File: config.mk
export PLATFORM = sky130hd
export DESIGN_NAME = clint_ctrl
export DESIGN_NICKNAME = d
export VERILOG_FILES = /design/src/rtl/clint_ctrl_pkg.sv /design/src/rtl/clint_evt_prio.sv /design/src/rtl/clint_ctrl.sv
export SDC_FILE = /design/constraint.sdc
export NUM_CORES = 1
export LEC_CHECK = 0
export BUFFER_PORTS_ARGS = -buffer_cell sky130_fd_sc_hd__buf_4
export CAP_MARGIN = 20
export CORE_AREA = 2 2 121 123
export CTS_CLUSTER_SIZE = 8
export DETAILED_ROUTE_END_ITERATION = 8
export DIE_AREA = 0 0 123 125
export PLACE_DENSITY = 0.73
export SYNTH_ARGS = -nofsm -noshare
export SYNTH_HDL_FRONTEND = slang
export SYNTH_SLANG_ARGS = --single-unit
File: constraint.sdc
create_clock -name clk_in -period 5.08 [get_ports clk_in]
set_input_delay 0.508 -clock clk_in [delete_from_list [all_inputs] [get_ports clk_in]]
set_output_delay 0.508 -clock clk_in [all_outputs]
set_load 0.01 [all_outputs]
File: src/rtl/clint_ctrl_pkg.sv
// rtl/clint_ctrl_pkg.sv - shared CSR addresses, cause codes, encodings and state types for clint_ctrl
package clint_ctrl_pkg;

  // CSR addresses written or read by the sequencer
  localparam logic [11:0] CSR_MSTATUS = 12'h300;
  localparam logic [11:0] CSR_MTVEC   = 12'h305;
  localparam logic [11:0] CSR_MEPC    = 12'h341;
  localparam logic [11:0] CSR_MCAUSE  = 12'h342;

  // mcause values; bit 31 marks an interrupt
  localparam logic [31:0] CAUSE_ECALL  = 32'd11;
  localparam logic [31:0] CAUSE_EBREAK = 32'd3;
  localparam logic [31:0] CAUSE_EXT    = 32'h8000_000B;
  localparam logic [31:0] CAUSE_TIMER  = 32'h8000_0007;

  // Full-word encodings of the system instructions we react to
  localparam logic [31:0] INST_ECALL  = 32'h0000_0073;
  localparam logic [31:0] INST_EBREAK = 32'h0010_0073;
  localparam logic [31:0] INST_MRET   = 32'h3020_0073;

  // Bit positions inside mstatus / mie
  localparam int MSTATUS_MIE  = 3;
  localparam int MSTATUS_MPIE = 7;
  localparam int MIE_MEIE     = 11;
  localparam int MIE_MTIE     = 7;

  typedef enum logic [2:0] {
    ST_IDLE,
    ST_W_MEPC,
    ST_W_MCAUSE,
    ST_W_MSTATUS,
    ST_T_ASSERT,
    ST_R_MSTATUS,
    ST_R_ASSERT
  } state_t;

  typedef enum logic [2:0] {
    EVT_NONE,
    EVT_ECALL,
    EVT_EBREAK,
    EVT_MRET,
    EVT_EXT,
    EVT_TIMER
  } evt_t;

endpackage

File: src/rtl/clint_evt_prio.sv
// rtl/clint_evt_prio.sv - qualifies the exe instruction/irqs and picks the highest-priority event
module clint_evt_prio
  import clint_ctrl_pkg::*;
#(
  parameter int DATA_WIDTH = 32,
  parameter int ADDR_WIDTH = 32
) (
  input  logic [31:0]           inst_in,
  input  logic [ADDR_WIDTH-1:0] inst_address_in,
  input  logic                  inst_valid_in,
  input  logic                  jump_enable_in,
  input  logic [ADDR_WIDTH-1:0] jump_address_in,
  input  logic                  stall_busy_in,
  input  logic                  ext_irq_in,
  input  logic                  timer_irq_in,
  input  logic                  mstatus_mie,
  input  logic                  mie_meie,
  input  logic                  mie_mtie,
  output evt_t                  evt,
  output logic [DATA_WIDTH-1:0] evt_cause,
  output logic [ADDR_WIDTH-1:0] evt_epc
);

  logic [ADDR_WIDTH-1:0] pc_next;
  logic [ADDR_WIDTH-1:0] irq_epc;

  // Interrupts resume at whatever exe would have done next: the redirect target or PC+4 (wrapping)
  always_comb begin
    pc_next = inst_address_in + ADDR_WIDTH'(4);
    irq_epc = jump_enable_in ? jump_address_in : pc_next;
  end

  // Fixed priority pick; only a real, non-stalled instruction in exe can be interrupted or trap
  always_comb begin
    evt       = EVT_NONE;
    evt_cause = '0;
    evt_epc   = '0;
    if (inst_valid_in && !stall_busy_in) begin
      if (inst_in == INST_ECALL) begin
        evt       = EVT_ECALL;
        evt_cause = DATA_WIDTH'(CAUSE_ECALL);
        evt_epc   = inst_address_in;
      end else if (inst_in == INST_EBREAK) begin
        evt       = EVT_EBREAK;
        evt_cause = DATA_WIDTH'(CAUSE_EBREAK);
        evt_epc   = inst_address_in;
      end else if (inst_in == INST_MRET) begin
        evt       = EVT_MRET;
      end else if (mstatus_mie && mie_meie && ext_irq_in) begin
        evt       = EVT_EXT;
        evt_cause = DATA_WIDTH'(CAUSE_EXT);
        evt_epc   = irq_epc;
      end else if (mstatus_mie && mie_mtie && timer_irq_in) begin
        evt       = EVT_TIMER;
        evt_cause = DATA_WIDTH'(CAUSE_TIMER);
        evt_epc   = irq_epc;
      end
    end
  end

endmodule

File: src/rtl/clint_ctrl.sv
// rtl/clint_ctrl.sv - core-local trap/interrupt sequencer: holds pipe, writes CSRs, redirects
module clint_ctrl
  import clint_ctrl_pkg::*;
#(
  parameter int DATA_WIDTH     = 32,
  parameter int ADDR_WIDTH     = 32,
  parameter int CSR_ADDR_WIDTH = 12
) (
  input  logic                      clk_in,
  input  logic                      reset_n_in,
  input  logic [31:0]               inst_in,
  input  logic [ADDR_WIDTH-1:0]     inst_address_in,
  input  logic                      inst_valid_in,
  input  logic                      jump_enable_in,
  input  logic [ADDR_WIDTH-1:0]     jump_address_in,
  input  logic                      stall_busy_in,
  input  logic                      ext_irq_in,
  input  logic                      timer_irq_in,
  input  logic [DATA_WIDTH-1:0]     csr_mstatus_in,
  input  logic [DATA_WIDTH-1:0]     csr_mie_in,
  input  logic [DATA_WIDTH-1:0]     csr_mtvec_in,
  input  logic [DATA_WIDTH-1:0]     csr_mepc_in,
  output logic                      csr_we_out,
  output logic [CSR_ADDR_WIDTH-1:0] csr_waddr_out,
  output logic [DATA_WIDTH-1:0]     csr_wdata_out,
  output logic                      hold_req_out,
  output logic                      int_assert_out,
  output logic [ADDR_WIDTH-1:0]     int_addr_out
);

  state_t                state;
  evt_t                  evt;
  logic [DATA_WIDTH-1:0] evt_cause;
  logic [ADDR_WIDTH-1:0] evt_epc;
  logic [DATA_WIDTH-1:0] cause_q;
  logic [DATA_WIDTH-1:0] mstatus_trap;
  logic [DATA_WIDTH-1:0] mstatus_mret;

  clint_evt_prio #(
    .DATA_WIDTH (DATA_WIDTH),
    .ADDR_WIDTH (ADDR_WIDTH)
  ) u_evt_prio (
    .inst_in         (inst_in),
    .inst_address_in (inst_address_in),
    .inst_valid_in   (inst_valid_in),
    .jump_enable_in  (jump_enable_in),
    .jump_address_in (jump_address_in),
    .stall_busy_in   (stall_busy_in),
    .ext_irq_in      (ext_irq_in),
    .timer_irq_in    (timer_irq_in),
    .mstatus_mie     (csr_mstatus_in[MSTATUS_MIE]),
    .mie_meie        (csr_mie_in[MIE_MEIE]),
    .mie_mtie        (csr_mie_in[MIE_MTIE]),
    .evt             (evt),
    .evt_cause       (evt_cause),
    .evt_epc         (evt_epc)
  );

  // mstatus images: trap entry saves MIE into MPIE and disables; mret restores MIE and sets MPIE
  always_comb begin
    mstatus_trap               = csr_mstatus_in;
    mstatus_trap[MSTATUS_MPIE] = csr_mstatus_in[MSTATUS_MIE];
    mstatus_trap[MSTATUS_MIE]  = 1'b0;
    mstatus_mret               = csr_mstatus_in;
    mstatus_mret[MSTATUS_MIE]  = csr_mstatus_in[MSTATUS_MPIE];
    mstatus_mret[MSTATUS_MPIE] = 1'b1;
  end

  // Hold the pipe combinationally in the accept cycle, and for as long as a sequence runs
  always_comb begin
    hold_req_out = (state != ST_IDLE) || (evt != EVT_NONE);
  end

  // Sequencer FSM; CSR/redirect outputs are registered so each is valid for exactly its state
  always_ff @(posedge clk_in or negedge reset_n_in) begin
    if (!reset_n_in) begin
      state          <= ST_IDLE;
      cause_q        <= '0;
      csr_we_out     <= 1'b0;
      csr_waddr_out  <= '0;
      csr_wdata_out  <= '0;
      int_assert_out <= 1'b0;
      int_addr_out   <= '0;
    end else begin
      csr_we_out     <= 1'b0;
      csr_waddr_out  <= '0;
      csr_wdata_out  <= '0;
      int_assert_out <= 1'b0;
      int_addr_out   <= '0;
      case (state)
        ST_IDLE: begin
          case (evt)
            EVT_ECALL, EVT_EBREAK, EVT_EXT, EVT_TIMER: begin
              state         <= ST_W_MEPC;
              cause_q       <= evt_cause;
              csr_we_out    <= 1'b1;
              csr_waddr_out <= CSR_ADDR_WIDTH'(CSR_MEPC);
              csr_wdata_out <= DATA_WIDTH'(evt_epc);
            end
            EVT_MRET: begin
              state         <= ST_R_MSTATUS;
              csr_we_out    <= 1'b1;
              csr_waddr_out <= CSR_ADDR_WIDTH'(CSR_MSTATUS);
              csr_wdata_out <= mstatus_mret;
            end
            default: state <= ST_IDLE;
          endcase
        end
        ST_W_MEPC: begin
          state         <= ST_W_MCAUSE;
          csr_we_out    <= 1'b1;
          csr_waddr_out <= CSR_ADDR_WIDTH'(CSR_MCAUSE);
          csr_wdata_out <= cause_q;
        end
        ST_W_MCAUSE: begin
          state         <= ST_W_MSTATUS;
          csr_we_out    <= 1'b1;
          csr_waddr_out <= CSR_ADDR_WIDTH'(CSR_MSTATUS);
          csr_wdata_out <= mstatus_trap;
        end
        ST_W_MSTATUS: begin
          state          <= ST_T_ASSERT;
          int_assert_out <= 1'b1;
          int_addr_out   <= ADDR_WIDTH'({csr_mtvec_in[DATA_WIDTH-1:2], 2'b00});
        end
        ST_R_MSTATUS: begin
          state          <= ST_R_ASSERT;
          int_assert_out <= 1'b1;
          int_addr_out   <= ADDR_WIDTH'(csr_mepc_in);
        end
        ST_T_ASSERT, ST_R_ASSERT: state <= ST_IDLE;
        default: state <= ST_IDLE;
      endcase
    end
  end

endmodule
## After elaboration in Yosys (flattened, before gate mapping)

Index checks and enable logic that the tools add are counted.

- Bits in registers: 113
- Input port bits: 231
- Output and inout port bits: 79
- Logic and storage cells: 64

- $add $sub $neg: 1
- Eq/ne operators: 12
- Muxes and demuxes: 29
- Reduce and logical (&&, ||, !) cells: 15

Operators by type and width:

| cell | number |
|---|---|
| 32-bit two-way mux | 13 |
| 32-bit one-hot mux with 2 select lines | 2 |
| 32-bit one-hot mux with 3 select lines | 1 |
| 32-bit by 3-bit adder with 32-bit output, second input constant | 1 |
| 32-bit by 21-bit == test with 1-bit output, second input constant | 1 |
| 32-bit by 30-bit == test with 1-bit output, second input constant | 1 |
| 32-bit by 7-bit == test with 1-bit output, second input constant | 1 |
| 10-bit one-hot mux with 3 select lines | 1 |
| 10-bit one-hot mux with 2 select lines | 1 |
| 3-bit two-way mux | 6 |
| 3-bit one-hot mux with 5 select lines | 1 |
| 3-bit by 2-bit == test with 1-bit output, second input constant | 4 |
| 3-bit == test, second input constant | 3 |
| 3-bit by 1-bit == test with 1-bit output, second input constant | 2 |
| 3-bit one-hot mux with 2 select lines | 1 |
| 3-bit nonzero test | 2 |
| 1-bit logical AND | 5 |
| 5-bit OR reduction | 1 |
| 2-bit OR reduction | 2 |
| 4-bit OR reduction | 1 |
| 3-bit zero test | 1 |
| 1-bit two-way mux | 2 |
| 1-bit one-hot mux with 2 select lines | 1 |
| 2-bit AND reduction | 1 |
| 2 further kinds | 2 |

## Depth between registers and ports, before layout

Gate-level depths: netlist of the first run.

- Word-level depth: 12
- Mapped depth: 9
- Gate-level depth less buffers: 7

## By module

A second synthesis of the first run with hierarchy kept.

- Cell total of the unflattened synthesis: 586
- Area total of the unflattened synthesis: 6072.1 µm²

By module, submodules not included:

| module | times used | cells each | area an instance (µm²) | sequential area each (µm²) |
|---|---|---|---|---|
| clint_ctrl | 1 | 291 | 4147.7 | 2627.5 |
| clint_evt_prio | 1 | 295 | 1924.3 | 0.0 |

## Worst setup path before layout of the first run

Ideal clock, no wire load.

- Kind: input to register
- Start: input inst_address_in[2]
- End: register csr_wdata_out[24]
- Library setup time: 76 ps
- Arrival time: 2122 ps
- Data required time: 5004 ps
- Path slack: 2882 ps
- Stages: 8
- Buffers on the path: 1
- Cells stage by stage: ha_1 -> and4_1 -> buf_6 -> nand4_4 -> or3_1 -> or4_1 -> and3_1 -> o21ai_1

- Longest elaborated chain between the ends: 10

RTL lines:

| what | RTL line | RTL |
|---|---|---|
| start: declaration | clint_ctrl.sv:12 | `input logic [ADDR_WIDTH-1:0] inst_address_in,` |
| 32-bit by 3-bit adder with 32-bit output * | clint_evt_prio.sv:29 | `pc_next = inst_address_in + ADDR_WIDTH'(4);` |
| 32-bit two-way mux * | clint_evt_prio.sv:30 | `irq_epc = jump_enable_in ? jump_address_in : pc_next;` |
| 32-bit two-way mux | clint_evt_prio.sv:53 | `end else if (mstatus_mie && mie_mtie && timer_irq_in) begin` |
| 32-bit two-way mux * | clint_evt_prio.sv:49 | `end else if (mstatus_mie && mie_meie && ext_irq_in) begin` |
| 32-bit two-way mux * | clint_evt_prio.sv:47 | `end else if (inst_in == INST_MRET) begin` |
| 32-bit two-way mux * | clint_evt_prio.sv:43 | `end else if (inst_in == INST_EBREAK) begin` |
| 32-bit two-way mux * | clint_evt_prio.sv:39 | `if (inst_in == INST_ECALL) begin` |
| 32-bit two-way mux * | clint_evt_prio.sv:38 | `if (inst_valid_in && !stall_busy_in) begin` |
| 32-bit one-hot mux with 2 select lines * | clint_ctrl.sv:92 | `case (evt)` |
| 32-bit one-hot mux with 3 select lines * | clint_ctrl.sv:90 | `case (state)` |
| end signal: assignment | clint_ctrl.sv:98 | `csr_wdata_out <= DATA_WIDTH'(evt_epc);` |
| end signal: assignment | clint_ctrl.sv:104 | `csr_wdata_out <= mstatus_mret;` |
| end signal: assignment | clint_ctrl.sv:113 | `csr_wdata_out <= cause_q;` |
| end: declaration | clint_ctrl.sv:25 | `output logic [DATA_WIDTH-1:0] csr_wdata_out,` |

Every way passes the cells marked *; elsewhere a longest branch is shown, timed or not.
A chain may end at the register's enable or synchronous reset.

## Final worst setup path of the first run

- Start: input inst_in[15]
- End: register csr_wdata_out[7]

- Longest elaborated chain between the ends: 9
- Elaborated cells on any way between the ends: 19
- Classes of those cells: 8 x eq/ne; 10 x mux; 1 x reduce/logical

RTL lines:

| what | RTL line | RTL |
|---|---|---|
| start: declaration | clint_ctrl.sv:11 | `input logic [31:0] inst_in,` |
| 32-bit by 30-bit == test with 1-bit output | clint_evt_prio.sv:47 |  |
| 3-bit two-way mux | clint_evt_prio.sv:47 |  |
| 3-bit two-way mux | clint_evt_prio.sv:43 |  |
| 3-bit two-way mux | clint_evt_prio.sv:39 |  |
| 3-bit two-way mux | clint_evt_prio.sv:38 |  |
| 3-bit by 1-bit == test with 1-bit output (tied with other cells) | clint_ctrl.sv:92 |  |
| 4-bit OR reduction | n/a |  |
| 32-bit one-hot mux with 2 select lines * | clint_ctrl.sv:92 |  |
| 32-bit one-hot mux with 3 select lines * | clint_ctrl.sv:90 |  |

Marks and branches as above.

==> results.sh, run 1 <==
export IMPL_synth_edff_count=0
export IMPL_wirelength_um=15800
export IMPL_status="finished, final reports clean"
export IMPL_avgSynthCellArea_um2=9.419
export IMPL_critPathRequiredTime_ps=5280
export IMPL_ant_nets=0
export IMPL_die_area_um2=15380
export IMPL_p_sw_share_pct=32.25
export IMPL_wl_per_cell_um=17.69
export IMPL_synth_area_leader_cell="dfrtp_1"
export IMPL_cts_resized=0
export IMPL_antenna_cells=0
export IMPL_num_rows=44
export IMPL_syn2layout_area_growth_pct=58.31
export IMPL_initial_core_util_pct=29.77
export IMPL_dp_hpwl_um=11940
export IMPL_finalHoldViolations=0
export IMPL_critical_path_max_fanout=24
export IMPL_critical_path_class="input pin to flip-flop"
export IMPL_ys_dominant_reg_cell="dfrtp_1"
export IMPL_synth_top_cell_area_share_pct=45.56
export IMPL_clockBufferDepth=2
export IMPL_top_level_ports=310
export IMPL_fin_crit_sh_pct=51.86
export IMPL_seq_area_frac_synth_pct=45.56
export IMPL_rsz0062_at_grt="false"
export IMPL_post_route_worst_setup_slack_ps=2446
export IMPL_htreeDepth=3
export IMPL_yosysWarnings=0
export IMPL_p_leak_nw=3.367
export IMPL_fin_nets=936
export IMPL_clk_pin_slew_ps=60
export IMPL_drt_pass1_iter_count=5
export IMPL_slew_headroom_pct=40.06
export IMPL_layoutNonFillerInstCount=893
export IMPL_cts_tree="yes"
export IMPL_ir_drop_mv=0.1447
export IMPL_numCtsBuffers=9
export IMPL_routed_via_density=5.191
export IMPL_dp_slack_ps=2118
export IMPL_setup_violations_final=0
export IMPL_grt_pass1_wl_um=23220
export IMPL_drcViolationCount=0
export IMPL_routed_via_count=4636
export IMPL_core_area_um2=14200
export IMPL_antenna_found_initial=1
export IMPL_first_global_vias=4446
export IMPL_postCtsSetupRepairBufs=0
export IMPL_skew_ps=7.971
export IMPL_grt_max_degree=49
export IMPL_synth_seq_cells=77
export IMPL_p_switching_w=0.0007733
export IMPL_cts_sinks=77
export IMPL_hold_class="input pin to asynchronous set/reset pin"
export IMPL_p_clk_share_pct=27.4
export IMPL_synth_cell_type_count=53
export IMPL_grt_use_total_pct=19.88
export IMPL_finalMaxSlewViolations=0
export IMPL_min_period_ps=2634
export IMPL_maxCapViolCount=0
export IMPL_p_per_area_nw_per_um2=358.2
export IMPL_synthArstFlopShare_pct=100.0
export IMPL_synth_area_leaders="dfrtp_1, a22o_1, o21ai_0, a22oi_1, nand2_1"
export IMPL_clkLatencyLatePin_ps=340
export IMPL_ctsRootBufferMaster="clkbuf_16"
export IMPL_fin_tns_setup_ps=0
export IMPL_io_buffers=270
export IMPL_drive_gt1_share_pct=42.03
export IMPL_drtIter0Drc=269
export IMPL_worst_pin_slew_ps=899.2
export IMPL_fp_dieW_um=123
export IMPL_crit_path_end_kind="flip-flop"
export IMPL_internal_power_w=0.001625
export IMPL_worstPathArrival_ps=2830
export IMPL_finish_utilization_pct=47.14
export IMPL_postCtsHoldBufs=0
export IMPL_syn_inst=449
export IMPL_die_h_um=125
export IMPL_p_comb_share_pct=36.7
export IMPL_place_congestion=0.8811
export IMPL_syn_cell_area_um2=4229
export IMPL_p_seq_share_pct=35.9
export IMPL_placedCellCount=875
export IMPL_fmax_mhz=379.6
export IMPL_cp_start_kind="input pin"
export IMPL_gr_total_overflow=0
export IMPL_fill_cells=1439
-- metal layers --
layer	vias up	global-route usage, %	share of wire, %
li1	2151	-	-
met1	2183	23.24	37
met2	265	32.99	48
met3	35	6.204	11
met4	2	9.158	3.0
met5	-	0	0.082
-- synth_stat cells, types with 2 or more instances --
cell      count
dfrtp_1      77
nand2_1      42
o21ai_0      36
a22o_1       30
nor2_1       28
a22oi_1      22
nand3_1      19
xor2_1       18
clkbuf_1     17
nor3_1       12
and3_1       11
nand4_1      10
a21oi_1       9
buf_4         9
nor4_1        9
nand2b_1      8
xnor2_1       8
buf_2         7
inv_1         7
and4_1        6
a211oi_1      4
a221o_1       4
and2_1        4
o211ai_1      4
buf_1         3
mux2i_1       3
nor2b_1       3
or2_2         3
or3_1         3
a21o_1        2
and4b_1       2
mux2_2        2
nand3b_1      2
nand4b_1      2
nor4b_1       2
nor4bb_1      2
o21a_1        2
o21ai_1       2
-- critical path: stages --
cell and delay [ps]:
buf_4 110, nor4_1 460, nand3_1 150, or3_1 500
and2_1 480, a22oi_1 460, o21ai_0 160
-- cell usage in the layout (no fill, tap or decap), types with 3 or more instances in the layout --
cell       Yosys  layout
nand3_1       19      19
or2_2          3       3
nand2b_1       8       8
or3_1          3       3
nor4_1         9       9
and4_1         6       6
dfrtp_1       77      77
conb_1         1       7
a211oi_1       4       4
nor2_1        28      28
nand2_1       42      42
and3_1        11      11
a21oi_1        9       9
inv_1          7       7
clkbuf_16      0      10
mux2i_1        3       3
nor2b_1        3       3
a22oi_1       22      22
nand4_1       10      10
buf_4          9     273
xor2_1        18      18
a22o_1        30      30
o211ai_1       4       4
nor3_1        12      12
and2_1         4       4
xnor2_1        8       8
a221o_1        4       4
o21ai_0       36      36
-- final timing paths --
check,startpoint,end,slack [ps],cells past startpoint
worst max register to register,state[2],csr_wdata_out[7],2520,5
min in group clk_in,csr_mstatus_in[6],csr_wdata_out[6],350,3
worst min register to register,cause_q[1],cause_q[1],480,1
max in group asynchronous,reset_n_in,int_addr_out[20],4020,2
worst min-delay path,reset_n_in,int_addr_out[19],100,1
worst max-delay path,inst_in[15],csr_wdata_out[7],2450,7
-- metrics by stage --
stage | cell area, um^2 | power [W] | hold WS (ps)
after global placement | 6342 | 0.001731 | 457.1
final | 6695 | 0.002398 | 99.77
after global routing | 6695 | 0.002544 | 117.3
after detailed placement | 6342 | 0.001743 | 462.4
after floorplan | 4252 | 0.001264 | 212.4
after CTS | 6643 | 0.002412 | 105.5
-- cell families after synthesis --
kind of cell	after synthesis	share of synthesized area (%)
AO/OA/AOI/OAI	123	20.36
XOR/XNOR	26	5.385
adder cells (fa/ha/maj)	1	0.2958
buffers and inverters	44	5.089
flip-flops	77	45.56
multiplexers	5	1.243
other	1	0.08867
AND/OR/NAND/NOR	172	21.98
-- registers in the layout, indices dropped and copies added (netlist names) --
name            flops
csr_wdata_out      32
int_addr_out       32
cause_q             4
csr_waddr_out       4
state               3
csr_we_out          1
int_assert_out      1
-- power by group through the flow --
| stage | logic [W] | clock network, W | registers (W) |
|---|---|---|---|
| final | 0.000880 | 0.000656 | 0.000862 |
| after global routing | 0.000956 | 0.000705 | 0.000883 |
| after CTS | 0.000873 | 0.000677 | 0.000863 |
| after detailed placement | 0.000871 | 0 | 0.000872 |
| after global placement | 0.000861 | 0 | 0.000869 |
| after floorplan | 0.000348 | 0 | 0.000917 |
-- layout make-up --
cell class                 count  area (um^2)  share of cell area (%)
inverter                       7        26.28                  0.3925
clock buffer                  10        229.0                   3.420
clock inverter                 6        71.32                   1.065
tap                          184        230.2                   3.439
sequential                    77         1927                   28.78
multi-input combinational    334         2110                   31.51
timing repair buffer         275         2102                   31.40
Note: power is estimated with default switching activity, not from simulation.
==> run 2, diff against run 1 <==
Settings changed: CORE_AREA 2 2 121 123 to 2 2 120 122, DIE_AREA 0 0 123 125 to 0 0 122 124, PLACE_DENSITY 0.73 to 0.76.
Clock period 5.08 ns to 2.33 ns, I/O delays scaled along.
==> run 2 against run 1 <==
Power grew 130%. Sequential power increased by 110%. Utilization is 2.7 points higher. Final area up 2.2%. Clock-buffer cell count unchanged. Largest cell class is now non-clock buffers.
==> results.sh, run 2 (synthesis results as in run 1) <==
export IMPL_placedCellCount=890
export IMPL_fp_dieW_um=122
export IMPL_first_global_vias=4560
export IMPL_core_area_um2=13720
export IMPL_critPathRequiredTime_ps=2550
export IMPL_htreeDepth=3
export IMPL_grt_pass1_wl_um=24360
export IMPL_fin_tns_setup_ps=0
export IMPL_finalHoldViolations=0
export IMPL_post_route_worst_setup_slack_ps=325.1
export IMPL_hold_class="input pin to flip-flop"
export IMPL_dp_hpwl_um=12830
export IMPL_layoutNonFillerInstCount=907
export IMPL_cp_start_kind="flip-flop"
export IMPL_grt_max_degree=42
export IMPL_maxCapViolCount=0
export IMPL_routed_via_count=4693
export IMPL_worst_pin_slew_ps=512.4
export IMPL_die_area_um2=15130
export IMPL_crit_path_end_kind="flip-flop"
export IMPL_antenna_cells=0
export IMPL_fin_crit_sh_pct=86.05
export IMPL_skew_ps=7.729
export IMPL_drtIter0Drc=316
export IMPL_drcViolationCount=0
export IMPL_fin_nets=954
export IMPL_final_common_cell="buf_4"
export IMPL_status="finished, final reports clean"
export IMPL_wirelength_um=16720
export IMPL_slew_headroom_pct=65.84
export IMPL_ant_nets=0
export IMPL_syn2layout_area_growth_pct=61.83
export IMPL_cts_sinks=77
export IMPL_use_met1_pct=25.19
export IMPL_drt_pass1_iter_count=5
export IMPL_p_per_area_nw_per_um2=789.3
export IMPL_power_w=0.005402
export IMPL_routed_via_density=5.174
export IMPL_ctsRootBufferMaster="clkbuf_16"
export IMPL_largestRegisters="csr_wdata_out x32, int_addr_out x32"
export IMPL_hold_ws_ps=80.78
export IMPL_clk_pin_slew_ps=60
export IMPL_ir_drop_mv=0.3116
export IMPL_grt_use_total_pct=21.30
export IMPL_rsz0062_at_grt="false"
export IMPL_place_congestion=0.8128
export IMPL_antenna_found_initial=0
export IMPL_grt_busiest_layer="met2"
export IMPL_numCtsBuffers=9
export IMPL_io_buffers=270
export IMPL_fmax_mhz=498.8
export IMPL_num_rows=43
export IMPL_clkLatencyLatePin_ps=340
export IMPL_finalMaxSlewViolations=0
export IMPL_use_met3_pct=6.181
export IMPL_min_period_ps=2005
export IMPL_wl_per_cell_um=18.43
export IMPL_setup_violations_final=0
export IMPL_die_h_um=124
export IMPL_p_leak_nw=3.469
export IMPL_drive_gt1_share_pct=43.33
export IMPL_critical_path_max_fanout=15
export IMPL_initial_core_util_pct=30.83
export IMPL_cts_tree="yes"
export IMPL_met2_usage_pct=36.28
export IMPL_top_level_ports=310
export IMPL_critical_path_class="flip-flop to flip-flop"
export IMPL_worstPathArrival_ps=2220
export IMPL_dp_slack_ps=64.27
export IMPL_clockBufferDepth=2
export IMPL_mostFrequentLayoutCells="buf_4, dfrtp_1, nand2_1, o21ai_0, a22o_1"
export IMPL_gr_total_overflow=0
## run 2: cell count changes in the layout (fill, tap and decap cells not counted), sizes merged, moves of 2 or more
cell      change
buf          +18
clkinv        +3
clkinvlp      -2
inv           -2
## run 2: power breakdown
part / total (W) / internal (W) / switching, W / leakage, nW
clock: 0.00151 / 0.000938 / 0.000569 / 0.156
combinational: 0.00207 / 0.00106 / 0.00100 / 2.28
sequential: 0.00183 / 0.00170 / 0.000128 / 1.04
total: 0.00540 / 0.00370 / 0.00170 / 3.47
## run 2: repair_timing
item	4_1_cts	5_1_grt
buffers inserted	0	0
endpoints found under the hold margin	37	0
hold buffers	1	0
resized for setup	0	0
## run 2: critical path, cell delays in order (launching register included)
cell	delay, ps
dfrtp_1	370
nor3_1	340
and4b_1	310
and2_1	210
buf_4	250
o21ai_0	120
o21ai_0	280
## run 2: area by class of cell
type	count	area, um^2
well taps	180	225.2
repair buffers	293	2240
inverters	7	26.28
multi-input cells	334	2110
clock buffers	10	229.0
flip-flops and latches	77	1927
fillers	1338	6875
clock inverters	6	87.58
## run 2: per-stage QoR
| stage | area, um^2 | utilization (%) |
|---|---|---|
| 2_1_floorplan | 4252 | - |
| 3_3_place_gp | 6518 | 47.51 |
| 3_5_place_dp | 6518 | 47.51 |
| 4_1_cts | 6844 | 49.89 |
| 5_1_grt | 6844 | 49.89 |
| 6_report | 6844 | 49.89 |
## run 2: per-layer routing
layer / part of all wire, % / vias up
li1: - / 2190
met1: 39 / 2216
met2: 49 / 257
met3: 10 / 30
met4: 2.4 / 0
met5: 0 / -
## run 2: path summary, 6_finish.rpt
check	depth (start not counted)	slack (ps)	start	end
setup / recovery	6	330	state[2]	csr_wdata_out[25]
hold / removal	3	80	csr_mstatus_in[5]	csr_wdata_out[5]
setup reg to reg	6	330	state[2]	csr_wdata_out[25]
hold reg to reg	1	470	cause_q[1]	cause_q[1]
max in group asynchronous	3	1300	reset_n_in	csr_wdata_out[1]
min in group asynchronous	2	410	reset_n_in	int_addr_out[19]
